--- config.mk ---
export PLATFORM = sky130hd
export DESIGN_NAME = gsensor_spi_responder
export DESIGN_NICKNAME = d
export VERILOG_FILES = /design/src/rtl/gsensor_spi_responder.sv
export SDC_FILE = /design/constraint.sdc
export NUM_CORES = 1
export LEC_CHECK = 0
export CAP_MARGIN = 20
export CORE_ASPECT_RATIO = 1.5
export CORE_UTILIZATION = 55
export CTS_BUF_LIST = sky130_fd_sc_hd__clkbuf_8
export DETAILED_ROUTE_END_ITERATION = 8
export GPL_TIMING_DRIVEN = 0
export PLACE_DENSITY = 0.76
export SYNTH_ARGS = -nofsm -noshare
export SYNTH_HDL_FRONTEND = slang
export SYNTH_SLANG_ARGS = --single-unit
--- constraint.sdc ---
create_clock -name MAX10_CLK1_50 -period 2.5 [get_ports MAX10_CLK1_50]
set_input_delay 0.5 -clock MAX10_CLK1_50 [delete_from_list [all_inputs] [get_ports MAX10_CLK1_50]]
set_output_delay 0.5 -clock MAX10_CLK1_50 [all_outputs]
set_load 0.01 [all_outputs]
--- src/rtl/gsensor_spi_responder.sv ---
// rtl/gsensor_spi_responder.sv - SPI mode-3 accelerometer register responder; optional data-ready interrupt via GSENSOR_INT_EN
module gsensor_spi_responder #(
    parameter logic [7:0] DEVID_VAL        = 8'hE5,
    parameter int         SCLK_SYNC_STAGES = 2
) (
    input  logic        MAX10_CLK1_50,
    input  logic        RESET_N,
    input  logic        GSENSOR_CS_N,
    input  logic        GSENSOR_SCLK,
    input  logic        GSENSOR_SDI,
    output logic        GSENSOR_SDO,
    input  logic [15:0] sample_x,
    input  logic [15:0] sample_y,
    input  logic [15:0] sample_z,
    input  logic        sample_valid,
    output logic [2:1]  GSENSOR_INT,
    output logic [7:0]  reg_bw_rate,
    output logic [7:0]  reg_power_ctl,
    output logic [7:0]  reg_data_format
);

    localparam int SYNC_N = (SCLK_SYNC_STAGES < 2) ? 2 : SCLK_SYNC_STAGES;

    typedef enum logic [1:0] {IDLE, CMD, DATA} state_t;

    logic [SYNC_N-1:0] cs_sync_q, sclk_sync_q, sdi_sync_q;
    logic [SYNC_N:0]   flush_q;
    logic              cs_prev_q, sclk_prev_q;
    logic              cs_s, sclk_s, sdi_s, armed;
    logic              cs_fall, cs_rise, sclk_rise, sclk_fall;

    state_t      state_q, state_d;
    logic [2:0]  bit_cnt_q, bit_cnt_d;
    logic [6:0]  rx_sh_q, rx_sh_d;
    logic [6:0]  tx_sh_q, tx_sh_d;
    logic        sdo_q, sdo_d;
    logic        rw_q, rw_d, mb_q, mb_d;
    logic [5:0]  addr_q, addr_d;
    logic [7:0]  bw_q, bw_d, pwr_q, pwr_d, fmt_q, fmt_d;
    logic [47:0] live_q, live_d, shadow_q, shadow_d;
    logic [7:0]  rx_byte, rdata;

    // Synchronize the SPI pins; flush_q keeps a low CS_N held across reset from looking like a new frame.
    always_ff @(posedge MAX10_CLK1_50 or negedge RESET_N) begin
        if (!RESET_N) begin
            cs_sync_q   <= '1;
            sclk_sync_q <= '1;
            sdi_sync_q  <= '0;
            cs_prev_q   <= 1'b1;
            sclk_prev_q <= 1'b1;
            flush_q     <= '0;
        end else begin
            cs_sync_q   <= {cs_sync_q[SYNC_N-2:0], GSENSOR_CS_N};
            sclk_sync_q <= {sclk_sync_q[SYNC_N-2:0], GSENSOR_SCLK};
            sdi_sync_q  <= {sdi_sync_q[SYNC_N-2:0], GSENSOR_SDI};
            cs_prev_q   <= cs_s;
            sclk_prev_q <= sclk_s;
            flush_q     <= {flush_q[SYNC_N-1:0], 1'b1};
        end
    end

    assign cs_s      = cs_sync_q[SYNC_N-1];
    assign sclk_s    = sclk_sync_q[SYNC_N-1];
    assign sdi_s     = sdi_sync_q[SYNC_N-1];
    assign armed     = flush_q[SYNC_N];
    assign cs_fall   = armed & cs_prev_q & ~cs_s;
    assign cs_rise   = ~cs_prev_q & cs_s;
    assign sclk_rise = ~sclk_prev_q & sclk_s;
    assign sclk_fall = sclk_prev_q & ~sclk_s;
    assign rx_byte   = {rx_sh_q, sdi_s};

    // Register map read mux; sample bytes come from the frame-coherent shadow copy.
    always_comb begin
        rdata = 8'h00;
        case (addr_q)
            6'h00:   rdata = DEVID_VAL;
            6'h2C:   rdata = bw_q;
            6'h2D:   rdata = pwr_q;
            6'h31:   rdata = fmt_q;
            6'h32:   rdata = shadow_q[7:0];
            6'h33:   rdata = shadow_q[15:8];
            6'h34:   rdata = shadow_q[23:16];
            6'h35:   rdata = shadow_q[31:24];
            6'h36:   rdata = shadow_q[39:32];
            6'h37:   rdata = shadow_q[47:40];
            default: rdata = 8'h00;
        endcase
    end

    // Frame FSM plus shift, address and register-write datapath.
    always_comb begin
        state_d   = state_q;
        bit_cnt_d = bit_cnt_q;
        rx_sh_d   = rx_sh_q;
        tx_sh_d   = tx_sh_q;
        sdo_d     = sdo_q;
        rw_d      = rw_q;
        mb_d      = mb_q;
        addr_d    = addr_q;
        bw_d      = bw_q;
        pwr_d     = pwr_q;
        fmt_d     = fmt_q;
        shadow_d  = shadow_q;
        live_d    = sample_valid ? {sample_z, sample_y, sample_x} : live_q;
        if (cs_rise) begin
            state_d   = IDLE;
            bit_cnt_d = 3'd0;
            sdo_d     = 1'b0;
        end else begin
            case (state_q)
                IDLE: begin
                    sdo_d     = 1'b0;
                    bit_cnt_d = 3'd0;
                    if (cs_fall) begin
                        state_d  = CMD;
                        shadow_d = live_q;
                    end
                end
                CMD: begin
                    sdo_d = 1'b0;
                    if (sclk_rise) begin
                        rx_sh_d   = rx_byte[6:0];
                        bit_cnt_d = bit_cnt_q + 3'd1;
                        if (bit_cnt_q == 3'd7) begin
                            rw_d    = rx_byte[7];
                            mb_d    = rx_byte[6];
                            addr_d  = rx_byte[5:0];
                            state_d = DATA;
                        end
                    end
                end
                DATA: begin
                    // First fall of a byte loads the addressed register, later falls shift it out.
                    if (sclk_fall && rw_q) begin
                        if (bit_cnt_q == 3'd0) begin
                            sdo_d   = rdata[7];
                            tx_sh_d = rdata[6:0];
                        end else begin
                            sdo_d   = tx_sh_q[6];
                            tx_sh_d = {tx_sh_q[5:0], 1'b0};
                        end
                    end
                    if (sclk_rise) begin
                        rx_sh_d   = rx_byte[6:0];
                        bit_cnt_d = bit_cnt_q + 3'd1;
                        if (bit_cnt_q == 3'd7) begin
                            if (!rw_q) begin
                                case (addr_q)
                                    6'h2C:   bw_d  = rx_byte;
                                    6'h2D:   pwr_d = rx_byte;
                                    6'h31:   fmt_d = rx_byte;
                                    default: ;
                                endcase
                            end
                            if (mb_q) addr_d = addr_q + 6'd1;
                        end
                    end
                end
                default: state_d = IDLE;
            endcase
        end
    end

    // State and datapath registers.
    always_ff @(posedge MAX10_CLK1_50 or negedge RESET_N) begin
        if (!RESET_N) begin
            state_q   <= IDLE;
            bit_cnt_q <= 3'd0;
            rx_sh_q   <= 7'd0;
            tx_sh_q   <= 7'd0;
            sdo_q     <= 1'b0;
            rw_q      <= 1'b0;
            mb_q      <= 1'b0;
            addr_q    <= 6'd0;
            bw_q      <= 8'h0A;
            pwr_q     <= 8'h00;
            fmt_q     <= 8'h00;
            live_q    <= 48'd0;
            shadow_q  <= 48'd0;
        end else begin
            state_q   <= state_d;
            bit_cnt_q <= bit_cnt_d;
            rx_sh_q   <= rx_sh_d;
            tx_sh_q   <= tx_sh_d;
            sdo_q     <= sdo_d;
            rw_q      <= rw_d;
            mb_q      <= mb_d;
            addr_q    <= addr_d;
            bw_q      <= bw_d;
            pwr_q     <= pwr_d;
            fmt_q     <= fmt_d;
            live_q    <= live_d;
            shadow_q  <= shadow_d;
        end
    end

`ifdef GSENSOR_INT_EN
    logic int1_q, int_clr;

    assign int_clr = (state_q == DATA) && !cs_rise && sclk_rise && (bit_cnt_q == 3'd7)
                     && rw_q && (addr_q == 6'h37);

    // Data-ready flag: a new sample sets it, finishing a read of Z MSB clears it; set wins.
    always_ff @(posedge MAX10_CLK1_50 or negedge RESET_N) begin
        if (!RESET_N)          int1_q <= 1'b0;
        else if (sample_valid) int1_q <= 1'b1;
        else if (int_clr)      int1_q <= 1'b0;
    end

    assign GSENSOR_INT = {1'b0, int1_q};
`else
    assign GSENSOR_INT = 2'b00;
`endif

    assign GSENSOR_SDO     = sdo_q;
    assign reg_bw_rate     = bw_q;
    assign reg_power_ctl   = pwr_q;
    assign reg_data_format = fmt_q;

endmodule

Word level (Yosys, flattened, before mapping)
Index checks and enable logic that the tools add are counted.
Operators by class
  add/sub/neg operators: 2
  equal/unequal tests: 23
  multiplexer cells: 20
  bitwise logic cells: 11
  reductions and logical operators: 20
Operators by type and width (count)
  $pmux 8 s10: 1
  $eq 6x6->1 const B: 9
  $mux 6: 5
  $reduce_and 6->1: 3
  $ne 2x2->1 const B: 6
  $ne 3x3->1 const B: 4
  $pmux 6 s2: 1
  $reduce_and 3->1: 3
  $mux 2: 4
  $reduce_and 4->1: 2
  $mux 7: 1
  $reduce_and 7->1: 1
  $add 6x1->6 const B: 1
  $logic_not 6->1: 1
  $mux 3: 2
  $not 1->1: 6
  $pmux 2 s3: 1
  $pmux 3 s2: 1
  $reduce_bool 3->1: 2
  $and 1x1->1: 5
  $reduce_and 2->1: 2
  $reduce_or 2->1: 2
  $add 3x1->3 const B: 1
  $eq 3x3->1 const B: 1
  other kinds (9): 11
Storage, ports and cells
  register bits: 159
  input bits: 54
  output and inout bits: 27

Depth between registers and ports, before layout
  depth in word-level cells: 6
  gate-level depth with buffers: 9
  mapped depth without buffers: 7

Worst setup path after synthesis
OpenSTA, ideal clock, no wires.
  path kind: register to register
  start: reg addr_q[0]
  end: reg bw_q[0], in the netlist reg_bw_rate[0]
  setup time: 0.125 ns
  data arrival time: 1.833 ns
  slack: 0.542 ns
  cell stages (with the launch flop): 8
  period minus slack after synthesis: 1.958 ns
  cells stage by stage: dfrtp_1 > inv_1 > ha_1 > buf_2 > buf_1 > nand2_1 > nor2_2 > mux2_2
On the way
  word-level cells in the longest chain between the ends: 2
RTL lines
  start, declared: RTL line 38  | logic [5:0] addr_q, addr_d;
  start signal, assigned: RTL line 188  | addr_q <= addr_d;
  $eq 6x6->1: RTL line 148  | case (addr_q)
  $reduce_and 6->1 (no source line)
  end signal, assigned: RTL line 189  | bw_q <= bw_d;
  end, declared: RTL line 39  | logic [7:0] bw_q, bw_d, pwr_q, pwr_d, fmt_q, fmt_d;
Every way passes these cells.
A chain may end at the register's enable or synchronous reset.

Worst setup path after layout
  start: reg state_q[0]
  end: reg pwr_q[2], in the netlist reg_power_ctl[2]
On the way
  word-level cells in the longest chain between the ends: 2
RTL lines
  start, declared: RTL line 32  | state_t state_q, state_d;
  start signal, assigned: RTL line 181  | state_q <= state_d;
  $eq 2x2->1: RTL line 110  | case (state_q)
  $reduce_and 6->1 (no source line)
  end signal, assigned: RTL line 190  | pwr_q <= pwr_d;
  end, declared: RTL line 39
Every way passes these cells.

==> results.yml <==
outcome:
  outcome: "complete, no violations"
sta:
  hold_slack_ps: 49.4
  min_period_ps: 2420
  rsz0062_at_grt: "yes"
  setup_viol: 0
  finalClockSkew_ps: 10.6
  max_slew_margin_pct: 52.4
  hold_violations: 0
  max_freq_mhz: 413
  setup_slack_ps: 78.4
  finalCritPeriodShare_pct: 96.9
  final_max_slew_viol_count: 0
  worst_pin_slew_ps: 714
clocking:
  path_clk_slew_ps: 90
  ctsHoldBuffers: 0
  cts_root_buf: "clkbuf_8"
  worstSkewPairLatency_ps: 460
  clock_sinks: 159
  cts_inserted_buffers: 17
  cts_max_level: 4
  tritoncts: "yes"
  clockBufferDepth: 2
yosys:
  ys_types: 57
  synth_area_per_cell_um2: 13.5
  synth-edff-count: 0
  synth_ff_type: "dfrtp_1"
  seq_area_frac_synth_pct: 57.7
  syn_area_um2: 6910
  syn_inst: 512
  ys_warn_count: 0
  async_flop_share_pct: 100
  ys_ff_latch: 159
critical_path:
  cp_slowest_cell: "nor2_2"
  r2r-end: "reg_power_ctl[2]$_DFFE_PN0P_"
  path_buf_inv: 2
  max_stage_delay_ps: 460
  cp_max_fo: 10
  rrSetupSlack_ps: 80
  critical_path_class: "reg -> reg"
  worstPathRequired_ps: 2840
  r2r_cells: 6
  r2r-start: "state_q[0]$_DFFE_PN0P_"
  path_cells: "inv_1 > ha_1 > buf_1 > nand3b_1 > nor2_2 > mux2_2"
  cp_top_family: "simple AND/OR/NAND/NOR gates"
  cp.arrival_ps: 2760
  cp-start-kind: "flop"
  worstSetupEndpointType: "flop"
floorplan:
  die_area_um2: 13000
  die_h_um: 139
  coreArea_um2: 12100
  rows: 49
  initial_core_util_pct: 56.9
  io_pins: 81
  die_w_um: 93.5
placement:
  gp_congestion: 0.938
  dpl.hpwl_um: 11900
  dp_slack_ps: 73.4
  placed_cell_area_um2: 7910
  port_buffers: 77
route:
  vias: 4691
  ant_nets: 0
  viasPerCell: 6.05
  drt_first_iter_violations: 341
  dr.pass1.iters: 6
  drc: 0
  wl_um: 16300
  routedWlPerCell_um: 21.0
power:
  power.density_nw_per_um2: 755
  ir_drop_mv: 0.486
  p_leak_nw: 3.54
finish:
  utilization_pct: 68.3
  finalInstanceArea_um2: 8290
  drive_gt1_share_pct: 31.4
  layout_commonest_cell: "dfrtp_1"
  final_cell_mix: "dfrtp_1 (151), mux2_2 (130), clkdlybuf4s50_1 (76)"
  fillerInstances: 887
  num_antenna_cells: 0
  finalNetCount: 674
  synthToLayoutAreaGrowth_pct: 19.9
global_routing:
  met1_usage_pct: 32.8
  grtUsageMet2_pct: 46.2
  overflow: 0
  grt_pass1_wl_um: 26300
  busiest_layer: "met2"
  grt_use_met3_pct: 5.74
  antenna_found_initial: 0
  grt_max_degree: 85
  grtUsageTotal_pct: 27.3
  grt_pass1_vias: 4978
job:
  cap_violations: 0
min_path:
  hp-class: "in -> async"
[cell type report]
cell class	instances	area (um^2)	area share, %
flip-flops and latches	159	3990	48.1
plain buffers	32	158	1.90
clock inverters	14	146	1.77
multi-input cells	314	2740	33.1
well taps	153	191	2.31
inverters	8	30.0	0.362
clock buffers	17	234	2.82
repair buffers	78	800	9.65
[report_power, final]
| group | internal (W) | leakage, nW | total [W] | switching (W) |
|---|---|---|---|---|
| Sequential | 0.00309 | 1.97 | 0.00347 | 0.000387 |
| Combinational | 0.000570 | 1.39 | 0.000939 | 0.000369 |
| Clock | 0.000818 | 0.187 | 0.00185 | 0.00103 |
| Total | 0.00447 | 3.54 | 0.00626 | 0.00179 |
[synthesized netlist by cell type (all sizes together) (2+ instances only)]
library cell,instances,area (um^2)
and2,4,25.0
a211oi,2,20.0
conb,2,7.51
mux2i,6,60.1
nand3b,2,15.0
dfrtp,151,3780
o22ai,5,31.3
a22oi,17,128
nor2,20,87.6
a222oi,3,30.0
nor2b,2,12.5
a32oi,6,52.6
a31oi,6,37.5
buf,21,115
and3,7,43.8
mux2,131,1480
o21ai,9,48.8
a2111oi,3,26.3
clkbuf,11,41.3
and4b,3,30.0
nor3,3,20.0
nand2,15,56.3
inv,8,30.0
a41o,2,20.0
a22o,6,52.6
a21oi,14,70.1
a221oi,3,26.3
nand3,12,60.1
ha,10,125
nand2b,4,25.0
nand4b,3,26.3
dfstp,8,210
[cells by family after synthesis]
group / synth area share [%]
AOI/OAI and AO/OA: 8.76
other: 0.109
buffers and inverters: 2.70
DFF: 57.7
adders and majority gates: 1.81
and+or+nand+nor: 6.68
muxes: 22.2
[registers in the layout, indices dropped and copies added (netlist names), 3 cells and up]
name             flops
live_q              48
shadow_q            48
reg_bw_rate          8
reg_data_format      8
reg_power_ctl        8
rx_sh_q              7
tx_sh_q              7
addr_q               6
bit_cnt_q            3
flush_q              3
[layer usage]
| layer | vias to the layer above | routed length (um) |
|---|---|---|
| met4 | 0 | 670 |
| met3 | 43 | 721 |
| li1 | 2080 | - |
| met5 | - | 0 |
| met2 | 149 | 8600 |
| met1 | 2419 | 6320 |
[stage by stage]
stage               power (W)  instances  setup TNS [ps]
floorplan             0.00401        513               0
global placement      0.00439        743         -811440
detailed placement    0.00448        744               0
CTS                   0.00630        775               0
global route          0.00656        775            -998
finish                0.00626        775               0
[worst max path at each step]
stage                                      start                      endpoint  cells after the start
after floorplan            addr_q[0]$_DFFE_PN0P_    reg_bw_rate[0]$_DFFE_PN0P_                      7
after global placement                   RESET_N        live_q[41]$_DFFE_PN0P_                      1
after detailed placement   addr_q[0]$_DFFE_PN0P_    reg_bw_rate[0]$_DFFE_PN0P_                      7
after CTS                  addr_q[0]$_DFFE_PN0P_    reg_bw_rate[5]$_DFFE_PN0P_                      7
after global routing      state_q[0]$_DFFE_PN0P_    reg_bw_rate[0]$_DFFE_PN0P_                      6
final                     state_q[0]$_DFFE_PN0P_  reg_power_ctl[2]$_DFFE_PN0P_                      6
[worst reg2reg max path: cells and delay by family (launching register included)]
kind | cells | cell delay, ps
simple gates | 2 | 780
buf+inv | 2 | 500
flops | 1 | 410
mux | 1 | 400
fa+ha+maj | 1 | 220
[timing repair]
item	4_1_cts	5_1_grt
resized for setup	0	2
buffers inserted	0	0
endpoints found under the setup margin	0	18
Note: power is estimated with default switching activity, not from simulation.
==> edit: new RTL, same settings <==
Build with the macro `GSENSOR_INT_EN` defined.
--- a/src/rtl/gsensor_spi_responder.sv
+++ b/src/rtl/gsensor_spi_responder.sv
@@ -1,3 +1,5 @@
 // rtl/gsensor_spi_responder.sv - SPI mode-3 accelerometer register responder; optional data-ready interrupt via GSENSOR_INT_EN
+`define GSENSOR_INT_EN
+
 module gsensor_spi_responder #(
     parameter logic [7:0] DEVID_VAL        = 8'hE5,
Behaviour: not the same (a bounded check fails within 4 cycles, from zero or initial values and one cycle with RESET_N low).
==> edit against the unedited design <==
Design area is 1.1% higher; setup slack gained 0.072 ns; area after synthesis increased by 0.53%; utilization increased by 0.75 points; non-clock buffer count did not move; critical path depth increased by 2; die area is 0.52% higher; synthesized cell count is 1.2% higher; routed wire length fell by 2.0%; total power is 2.6% higher; clock power rose by 9%; sequential cell count grew 1; critical endpoint is now tx_sh_q[4]; highest routed layer unchanged.
==> edit: results (changes against the unedited design) <==
syn_avg_cell_area_um2: 13.4  # -0.64%
final_cells: 780  # +0.65%
vias: 4693  # +0.043%
p_int_uw: 4720  # +5.4%
grtUsageMet2_pct: 45.2  # -0.95 points
cp_top_family: "buffers and inverters"
grt.total_usage_pct: 26.3  # -0.98 points
synth_common_cells: "dfrtp_1, mux2_2, nor2_1"
wl_met3_um: 662  # -8.2%
ir_drop_v: 0.000524  # +7.9%
leakage_uw: 0.00355  # +0.23%
met3_usage_pct: 4.43  # -1.3 points
grt_pass1_wl_mm: 25.8  # -1.9%
comb_cell_power_uw: 934  # -0.5%
grt_max_degree: 89  # +4.7%
seq_area_frac_synth_pct: 57.8  # +0.059 points
dp.cells: 750  # +0.81%
finalWeightedCongestion: 0.903  # -3.7%
critPathArrivalTime_ns: 2.71  # -0.05 ns
grt_util_met1_pct: 32.1  # -0.76 points
ys_top_cells_by_area: "dfrtp_1, mux2_2, dfstp_2, ha_1, nor2_1"
drive_gt1_share_pct: 31.3  # -0.091 points
drt_iter0_drc: 345  # +1.2%
fillers: 897  # +1.1%
slew_headroom_pct: 48.6  # -3.8 points
fin_nets: 678  # +0.59%
io_buffers: 78  # +1.3%
status: "finished, final reports clean"
dp_hpwl_mm: 11.4  # -3.4%
grt_pass1_vias: 4941  # -0.74%
wl_mm: 16.0  # -2.0%
fin_skew_ns: 0.0141  # +0.00344 ns
wl_met2_mm: 8.61  # about the same
dr.pass1.iters: 5  # -1
synth_cell_types: 52  # -8.8%
wl_met1_mm: 6.25  # -0.98%
clk_latency_ns: 0.45
-- edit: cells by family (layout without fill, tap and decap cells) --
logic type	after synthesis	count (layout)	synth area share, %
multiplexers	137	137	22.1
AND/OR/NAND/NOR	86	86	7.31
AO/OA/AOI/OAI	82	82	8.41
flip-flops	160	160	57.8
buffers and inverters	41	150	2.50
other	2	2	0.108
adder cells (fa/ha/maj)	10	10	1.80
-- edit: stage by stage --
step / cell area, µm² / util, % / power [µW] / setup WS [ns]
3_3_place_gp: 7920 / 65.2 / 4370 / -5.17
2_1_floorplan: 6950 / - / 4020 / 0.554
5_1_grt: 8380 / 69.0 / 6670 / 0.00645
6_report: 8380 / 69.0 / 6420 / 0.151
3_5_place_dp: 7950 / 65.5 / 4450 / -0.185
4_1_cts: 8370 / 68.9 / 6440 / 0.0982
-- edit: worst paths after layout --
path / start / end / cells after the start / slack (ns)
max: addr_q[0] / tx_sh_q[4] / 8 / 0.15
min: RESET_N / addr_q[0] / 1 / 0.04
max reg2reg: addr_q[0] / tx_sh_q[4] / 8 / 0.15
min reg2reg: flush_q[1] / flush_q[2] / 0 / 0.35
max in group asynchronous: RESET_N / tx_sh_q[3] / 2 / 1.61
min in group MAX10_CLK1_50: flush_q[1] / flush_q[2] / 0 / 0.35
-- edit: final cells by class --
class / instances / area [µm²] / area share (%)
flip-flops and latches: 160 / 4010 / 47.9
multi-input cells: 317 / 2780 / 33.1
repair buffers: 79 / 810 / 9.66
clock buffers: 19 / 262 / 3.12
well taps: 153 / 191 / 2.28
clock inverters: 13 / 160 / 1.91
plain buffers: 31 / 138 / 1.64
inverters: 8 / 30.0 / 0.358
-- edit: repair_timing --
| action | CTS | global route |
|---|---|---|
| gates resized for setup | 1 | 5 |
| setup endpoints to repair | 16 | 8 |
| cloned | 0 | 0 |
